`src/rtl/avalon_master_bridge.sv`:
```
// Avalon-MM master front end: turns row/column pixel read/write requests from the
// cartoonifier core into word-addressed SDRAM transactions and returns completions.
module avalon_master_bridge #(
   parameter int          IMG_WIDTH  = 640,
   parameter int          IMG_HEIGHT = 480,
   parameter logic [31:0] RD_BASE    = 32'h0000_0000,
   parameter logic [31:0] WR_BASE    = 32'h0010_0000,
   parameter int          TIMEOUT    = 255
) (
   input  logic        clk,
   input  logic        n_rst,
   input  logic        rd_req,
   input  logic [31:0] rd_row,
   input  logic [31:0] rd_col,
   input  logic        wr_req,
   input  logic [31:0] wr_row,
   input  logic [31:0] wr_col,
   input  logic [31:0] wr_data,
   input  logic        err_clr,
   output logic [31:0] rd_data,
   output logic        rd_valid,
   output logic        wr_done,
   output logic        busy,
   output logic        err,
   output logic [31:0] avm_address,
   output logic        avm_read,
   output logic        avm_write,
   output logic [31:0] avm_writedata,
   output logic [3:0]  avm_byteenable,
   input  logic        avm_waitrequest,
   input  logic [31:0] avm_readdata,
   input  logic        avm_readdatavalid,
   input  logic        avm_writeresponsevalid
);

   localparam int              CW      = $clog2(TIMEOUT + 1);
   localparam logic [31:0]     W32     = 32'(IMG_WIDTH);
   localparam logic [31:0]     H32     = 32'(IMG_HEIGHT);
   localparam logic [CW-1:0]   TO_LAST = CW'(TIMEOUT - 1);

   typedef enum logic [2:0] {IDLE, RD_CMD, RD_WAIT, WR_CMD, WR_WAIT, RESP} state_t;

   typedef struct packed {
      logic [31:0] addr;
      logic [31:0] data;
      logic        bad;
   } wr_ent_t;

   function automatic logic [31:0] pix_addr(input logic [31:0] base, input logic [31:0] row,
                                            input logic [31:0] col);
      return base + ((row * W32 + col) << 2);
   endfunction

   // Unsigned compare also rejects negative coordinates (sign bit makes them huge).
   function automatic logic out_of_range(input logic [31:0] row, input logic [31:0] col);
      return (row >= H32) || (col >= W32);
   endfunction

   state_t        state_q, state_d;
   logic [31:0]   addr_q, addr_d;
   logic [31:0]   wdata_q, wdata_d;
   logic          pend_q, pend_d;
   wr_ent_t       pw_q, pw_d;
   logic [CW-1:0] cnt_q, cnt_d;
   logic [31:0]   rd_data_q, rd_data_d;
   logic          rd_valid_q, rd_valid_d;
   logic          wr_done_q, wr_done_d;
   logic          err_q, err_d;
   logic          resp_rd_q, resp_rd_d;

   logic rd_bad, wr_bad, err_set, rd_fin, wr_fin;

   assign rd_bad = out_of_range(rd_row, rd_col);
   assign wr_bad = out_of_range(wr_row, wr_col);
   assign busy   = (state_q != IDLE) || pend_q;

   always_comb begin
      state_d    = state_q;
      addr_d     = addr_q;
      wdata_d    = wdata_q;
      pend_d     = pend_q;
      pw_d       = pw_q;
      cnt_d      = '0;
      rd_data_d  = rd_data_q;
      rd_valid_d = 1'b0;
      wr_done_d  = 1'b0;
      resp_rd_d  = resp_rd_q;
      err_set    = busy && (rd_req || wr_req);
      rd_fin     = 1'b0;
      wr_fin     = 1'b0;

      unique case (state_q)
         IDLE: begin
            if (!pend_q) begin
               if (rd_req) begin
                  addr_d    = pix_addr(RD_BASE, rd_row, rd_col);
                  resp_rd_d = 1'b1;
                  if (rd_bad) begin
                     err_set = 1'b1;
                     state_d = RESP;
                  end else begin
                     state_d = RD_CMD;
                  end
                  // A write arriving with a read is parked until the read finishes.
                  if (wr_req) begin
                     pend_d = 1'b1;
                     pw_d   = '{addr: pix_addr(WR_BASE, wr_row, wr_col), data: wr_data, bad: wr_bad};
                     if (wr_bad) err_set = 1'b1;
                  end
               end else if (wr_req) begin
                  addr_d    = pix_addr(WR_BASE, wr_row, wr_col);
                  wdata_d   = wr_data;
                  resp_rd_d = 1'b0;
                  if (wr_bad) begin
                     err_set = 1'b1;
                     state_d = RESP;
                  end else begin
                     state_d = WR_CMD;
                  end
               end
            end
         end
         RD_CMD: if (!avm_waitrequest) state_d = RD_WAIT;
         RD_WAIT: begin
            if (avm_readdatavalid) begin
               rd_data_d = avm_readdata;
               rd_fin    = 1'b1;
            end else if (cnt_q == TO_LAST) begin
               rd_data_d = '0;
               err_set   = 1'b1;
               rd_fin    = 1'b1;
            end else begin
               cnt_d = cnt_q + 1'b1;
            end
         end
         WR_CMD: if (!avm_waitrequest) state_d = WR_WAIT;
         WR_WAIT: begin
            if (avm_writeresponsevalid) begin
               wr_fin = 1'b1;
            end else if (cnt_q == TO_LAST) begin
               err_set = 1'b1;
               wr_fin  = 1'b1;
            end else begin
               cnt_d = cnt_q + 1'b1;
            end
         end
         RESP: begin
            if (resp_rd_q) begin
               rd_data_d = '0;
               rd_fin    = 1'b1;
            end else begin
               wr_fin = 1'b1;
            end
         end
         default: state_d = IDLE;
      endcase

      if (rd_fin) begin
         rd_valid_d = 1'b1;
         if (pend_q) begin
            pend_d    = 1'b0;
            addr_d    = pw_q.addr;
            wdata_d   = pw_q.data;
            resp_rd_d = 1'b0;
            state_d   = pw_q.bad ? RESP : WR_CMD;
         end else begin
            state_d = IDLE;
         end
      end
      if (wr_fin) begin
         wr_done_d = 1'b1;
         state_d   = IDLE;
      end

      err_d = err_set | (err_q & ~err_clr);
   end

   always_ff @(posedge clk or negedge n_rst) begin
      if (!n_rst) begin
         state_q    <= IDLE;
         addr_q     <= '0;
         wdata_q    <= '0;
         pend_q     <= 1'b0;
         pw_q       <= '0;
         cnt_q      <= '0;
         rd_data_q  <= '0;
         rd_valid_q <= 1'b0;
         wr_done_q  <= 1'b0;
         err_q      <= 1'b0;
         resp_rd_q  <= 1'b0;
      end else begin
         state_q    <= state_d;
         addr_q     <= addr_d;
         wdata_q    <= wdata_d;
         pend_q     <= pend_d;
         pw_q       <= pw_d;
         cnt_q      <= cnt_d;
         rd_data_q  <= rd_data_d;
         rd_valid_q <= rd_valid_d;
         wr_done_q  <= wr_done_d;
         err_q      <= err_d;
         resp_rd_q  <= resp_rd_d;
      end
   end

   // Commands decode straight from the state flop so reset kills them at once.
   assign avm_read       = (state_q == RD_CMD);
   assign avm_write      = (state_q == WR_CMD);
   assign avm_byteenable = (avm_read || avm_write) ? 4'hF : 4'h0;
   assign avm_address    = addr_q;
   assign avm_writedata  = wdata_q;
   assign rd_data        = rd_data_q;
   assign rd_valid       = rd_valid_q;
   assign wr_done        = wr_done_q;
   assign err            = err_q;

endmodule

```
`config.mk`:
```
export PLATFORM = sky130hd
export DESIGN_NAME = avalon_master_bridge
export DESIGN_NICKNAME = d
export VERILOG_FILES = /design/src/rtl/avalon_master_bridge.sv
export SDC_FILE = /design/constraint.sdc
export NUM_CORES = 1
export LEC_CHECK = 0
export CORE_AREA = 2 2 189 154
export DETAILED_ROUTE_END_ITERATION = 8
export DIE_AREA = 0 0 191 156
export PLACE_DENSITY = 0.77
export SYNTH_ARGS = -nofsm -noshare
export SYNTH_HDL_FRONTEND = slang
export SYNTH_SLANG_ARGS = --single-unit
```
`constraint.sdc`:
```
create_clock -name clk -period 2.78 [get_ports clk]
set_clock_uncertainty 0.15 [all_clocks]
set_input_delay 0.834 -clock clk [delete_from_list [all_inputs] [get_ports clk]]
set_output_delay 0.834 -clock clk [all_outputs]
set_load 0.05 [all_outputs]
```
==> results.cfg, run 1 <==
[status]
status = finished with violations
violations = setup timing

[power]
intPower_w = 0.01061
seq_power_share = 0.229
combPwrFrac = 0.645
peakVddDrop_v = 0.0007240
clkPwrFrac = 0.125
pwr_density_cell_nw_per_um2 = 955.0
finalPower_w = 0.01966
leakage_nw = 9.409
power.switching_fraction = 0.4601
power.net_switching_w = 0.009045

[timing]
tightest_slew_ns = 0.6427
setup_tns_ns = -61.28
setup_viol = 37
finalCritPeriodShare = 1.941
holdWs_ns = 0.1550
max_freq_mhz = 185.3
maxSlewViolCount = 0
hold_viol_final = 0
finalWorstSetupSlack_ns = -2.617
rsz0062_at_grt = true
fin_crit_ns = 5.397
maxSlewHeadroom = 0.5702

[cts]
clock-sinks = 175
cts_made_buffers = 17
insertion_delay_ns = 0.43
ctsHoldBuffers = 0
clockBufferDepth = 2
cts.htree.levels = 4
cts_root_buf = clkbuf_16
cts_tree = done
clk_pin_slew_ns = 0.07

[place]
dp.cells = 2285
place_congestion = 0.8943
dp_hpwl_microns = 32560
numPortBuffers = 305

[synthesis]
yosys.area.top_type = dfrtp_1
yosys_warnings = 0
synthArstFlopShare = 1.000
yosys.area.top_type_share = 0.3456
synth-seq-cells = 175
syn_area_sq_um = 12670
ys_seq_area_frac = 0.3456
synth_edf_count = 0
syn_avg_cell_area_sq_um = 9.181
yosysUniqueCellTypes = 83
synth_area_leaders = dfrtp_1, ha_1, nand2_1, mux2_2, xnor2_1
synth_fp_nets = 1710
synth_top_flop_cell = dfrtp_1
postSynthCellCount = 1380
yosys-top-cells-count = nand2_1, dfrtp_1, ha_1, nor2_1, o21ai_0
synth_most_common_cell = nand2_1

[drt]
wl_microns = 43810
route.detailed.drc = 0
drt_pass1_iterations = 5
drt_iter0_markers = 758
vias_per_cell = 5.526
ant_nets = 0
route.vias.total = 12954
wl_per_cell_microns = 18.69

[global_routing]
grtUsageMet1 = 0.3857
grt-ovfl-total = 0
grtUsageTotal = 0.2841
grtUsageMet2 = 0.4739
grt_pass1_vias = 13141
grt_pass1_wl_microns = 67650
grtUsageMet3 = 0.04049
antenna_found_initial = 0
grt_max_degree = 60
busiest_layer = met2

[setup_path]
cp_top_family = compound AO/OA/AOI/OAI gates
arrival_ns = 5.53
r2r_slack_ns = 0.02
worst_path_max_delay_cell = or4b_4
crit_fanout = 5
cp_num_cells = 26
max_stage_delay_ns = 0.49
critical_path_class = input pin to flop
worstSetupEndpointType = flop
r2r_cells = 12
worst-path-buf-inv = 6
cp.required_ns = 2.91
cpMostUsedCell = buf_4
cp-start-kind = input pin

[floorplanning]
initial_utilization = 0.4546
die_area_sq_um = 29800
placement_rows = 55
die_y_microns = 156
die_w_microns = 191
ios = 306
core_sq_um = 27870

[cells_and_area]
drive_gt1_frac = 0.3131
area_growth_pct = 62.45
post-route-util = 0.7385
fillers = 1959
fin_cells = 2344
seq_area_sq_um = 4379
finalNetCount = 2292
antennaDiodeCount = 0
multi_input_area_sq_um = 9206

[min_path]
worst_hold_path_type = input pin to async pin

[run]
cap_violations = 0
timing repair:
item,CTS,global route
pin swaps,85,85
setup buffers,29,22
gates cloned,0,0
resized for setup,214,118
setup endpoints to repair,44,39
layer usage:
layer / part of all wire / up-vias
li1: - / 6192
met2: 0.48 / 414
met4: 0.024 / 0
met3: 0.058 / 73
met5: 0 / -
met1: 0.44 / 6275
sequential cells by signal, summed over array words and instances (netlist names):
register / cells
rd_data: 32
avm_address: 32
wr_done: 1
rd_valid: 1
pw_q: 63
pend_q: 1
state_q: 3
err: 1
cnt_q: 8
avm_writedata: 32
resp_rd_q: 1
cell families after synthesis:
family                     count (synthesis)  synth area share
buffers and inverters                     96           0.03190
DFF                                      175            0.3456
and+or+nand+nor                          461            0.1729
muxes                                     93           0.07861
xor gates and xnor gates                  86           0.06093
adders and majority gates                130            0.1308
AOI/OAI and AO/OA                        339            0.1792
through the flow:
step                setup slack [ns]  instance area, sq um
floorplan                     -2.464                 12940
finish                        -2.617                 20580
CTS                           -2.566                 20030
detailed placement            -3.420                 18540
global route                  -2.875                 20580
global placement              -3.322                 18540
area by class of cell:
| cell class | count | area share |
|---|---|---|
| Tap cell | 370 | 0.02249 |
| Inverter | 33 | 0.006140 |
| Multi-Input combinational cell | 1109 | 0.4473 |
| Sequential cell | 175 | 0.2128 |
| Clock inverter | 13 | 0.007599 |
| Clock buffer | 18 | 0.02134 |
| Timing Repair Buffer | 626 | 0.2824 |
power groups by stage:
stage          Combinational (W)  Clock [W]  Sequential [W]
2_1_floorplan            0.00471          0         0.00665
3_3_place_gp              0.0112          0         0.00444
3_5_place_dp              0.0114          0         0.00450
4_1_cts                   0.0122    0.00249         0.00449
5_1_grt                   0.0135    0.00259         0.00464
6_report                  0.0127    0.00246         0.00450
worst paths after layout:
path / from / to
max: wr_row[1] / avm_address[31]$_DFF_PN0_
min: n_rst / rd_data[13]$_DFFE_PN0P_
max reg2reg: cnt_q[1]$_DFF_PN0_ / avm_address[30]$_DFF_PN0_
min reg2reg: rd_data[9]$_DFFE_PN0P_ / rd_data[9]$_DFFE_PN0P_
max in group asynchronous: n_rst / pw_q[19]$_DFFE_PN0P_
min in group clk: rd_data[9]$_DFFE_PN0P_ / rd_data[9]$_DFFE_PN0P_
cell usage in the layout (no fill, tap or decap), types with 24 or more instances in the layout:
| cell | n |
|---|---|
| o21ai_0 | 66 |
| nor2_1 | 76 |
| mux2_2 | 49 |
| nand3_1 | 54 |
| a21o_1 | 24 |
| ha_1 | 100 |
| nand2_1 | 176 |
| a21oi_1 | 54 |
| buf_4 | 282 |
| buf_6 | 36 |
| clkdlybuf4s50_1 | 219 |
| dfrtp_1 | 175 |
| xnor2_1 | 42 |
| dlymetal6s2s_1 | 41 |
| inv_1 | 26 |
| mux2i_1 | 41 |
Note: power is estimated with default switching activity, not from simulation.
==> run 2: changes to the inputs <==
Settings changed: SKIP_CTS_REPAIR_TIMING set to 1.
==> results.cfg, run 2 (synthesis gave the netlist of run 1 again) <==
[setup_path]
worstSetupEndpointType = flop
cpMostUsedCell = ha_4
critical_path_class = input pin to flop
r2r_cells = 12
max_stage_delay_ns = 0.49
crit_fanout = 6
cp-start-kind = input pin
arrival_ns = 5.63
cp.required_ns = 2.99
worst_path_max_delay_cell = or4b_4

[cells_and_area]
area_growth_pct = 63.74
final_cell_mix = buf_4, clkdlybuf4s50_1, dfrtp_1, nand2_1, ha_1
layout_commonest_cell = buf_4
largest_register = pw_q
largest_reg_flops = 63
fillers = 1889
finalNetCount = 2286
drive_gt1_frac = 0.3211

[timing]
setup_tns_ns = -58.52
finalCritPeriodShare = 1.950
hold_viol_final = 0
rsz0062_at_grt = true
maxSlewHeadroom = 0.5750
holdWs_ns = 0.1529
fin_crit_ns = 5.421
maxSlewViolCount = 0
tightest_slew_ns = 0.6355
finalWorstSetupSlack_ns = -2.641
setup_viol = 37
max_freq_mhz = 184.5

[floorplanning]
ios = 306
core_sq_um = 27870
die_w_microns = 191
initial_utilization = 0.4546
die_area_sq_um = 29800
die_y_microns = 156
placement_rows = 55

[drt]
vias_per_cell = 5.524
drt_pass1_iterations = 5
drt_iter0_markers = 807
route.vias.total = 12921
wl_per_cell_microns = 18.57
ant_nets = 0
route.detailed.drc = 0
wl_microns = 43440

[place]
place_congestion = 0.8943
dp_hpwl_microns = 32560
numPortBuffers = 305

[power]
power.net_switching_w = 0.009069
seq_power_share = 0.229
intPower_w = 0.01062
pwr_density_cell_nw_per_um2 = 948.9
combPwrFrac = 0.646
clkPwrFrac = 0.125
peakVddDrop_v = 0.0007250
leakage_nw = 9.608
power.switching_fraction = 0.4607

[cts]
cts_root_buf = clkbuf_16
clk_pin_slew_ns = 0.07
insertion_delay_ns = 0.43
clock-sinks = 175
cts_tree = done
clockBufferDepth = 2
cts.htree.levels = 4
cts_made_buffers = 17

[global_routing]
antenna_found_initial = 1
grt_max_degree = 60
grt-ovfl-total = 0
grtUsageTotal = 0.2723
grt_pass1_vias = 12717
grt_pass1_wl_microns = 64960

[run]
cap_violations = 0

[min_path]
worst_hold_path_type = input pin to async pin

[status]
violations = setup timing
status = finished with violations
[run 2: cell types whose count changed in the layout (fill, tap and decap cells not counted), sizes merged]
cell           change
clkdlybuf4s15      -2
clkdlybuf4s50      +1
clkbuf             +6
buf               -13
dlygate4sd2       -22
dlymetal6s2s      +24
diode              +1
[run 2: worst paths after layout]
path	from	endpoint	slack, ns
worst max-delay path	wr_row[3]	avm_address[29]$_DFF_PN0_	-2.64
worst min register to register	rd_data[9]$_DFFE_PN0P_	rd_data[9]$_DFFE_PN0P_	0.32
worst max register to register	cnt_q[1]$_DFF_PN0_	avm_address[30]$_DFF_PN0_	0.08
max in group asynchronous	n_rst	pw_q[19]$_DFFE_PN0P_	1.57
worst min-delay path	n_rst	rd_data[13]$_DFFE_PN0P_	0.15
min in group clk	rd_data[9]$_DFFE_PN0P_	rd_data[9]$_DFFE_PN0P_	0.32
[run 2: metal layers]
layer	track usage	routed length, microns	vias up
met5	0	0	-
met1	0.3773	18980	6245
met4	0.07604	1001	0
met2	0.4425	20840	426
met3	0.04094	2626	68
li1	-	-	6182
[run 2: final cells by class]
type	instances	area [sq um]	share of cell area
repair buffers	620	5813	0.2802
flip-flops and latches	175	4379	0.2111
clock buffers	18	439.2	0.02117
multi-input cells	1109	9368	0.4516
diodes	1	2.502	0.0001206
clock inverters	13	156.4	0.007539
well taps	370	462.9	0.02232
inverters	33	123.9	0.005971
[run 2: power by group through the flow]
stage / clock, W / combinational, W / sequential (W)
2_1_floorplan: 0 / 0.00471 / 0.00665
3_3_place_gp: 0 / 0.0112 / 0.00444
3_5_place_dp: 0 / 0.0114 / 0.00450
4_1_cts: 0.00249 / 0.0115 / 0.00448
5_1_grt: 0.00259 / 0.0135 / 0.00463
6_report: 0.00246 / 0.0127 / 0.00451
[run 2: critical path: cells and delay by family]
family | cells | cell delay (ns)
xor+xnor | 2 | 0.35
simple gates | 4 | 0.96
compound gates | 12 | 2.18
fa+ha+maj | 4 | 0.94
buf+inv | 3 | 0.36
[run 2: stage by stage]
| stage | total power, W | cells | setup slack (ns) | util | cell area, sq um |
|---|---|---|---|---|---|
| after floorplan | 0.01136 | 1380 | -2.464 | - | 12940 |
| after global placement | 0.01564 | 2285 | -3.322 | 0.6651 | 18540 |
| after detailed placement | 0.01593 | 2285 | -3.420 | 0.6651 | 18540 |
| after CTS | 0.01847 | 2316 | -2.981 | 0.6865 | 19130 |
| after global routing | 0.02071 | 2339 | -2.803 | 0.7443 | 20740 |
| final | 0.01968 | 2339 | -2.641 | 0.7443 | 20740 |
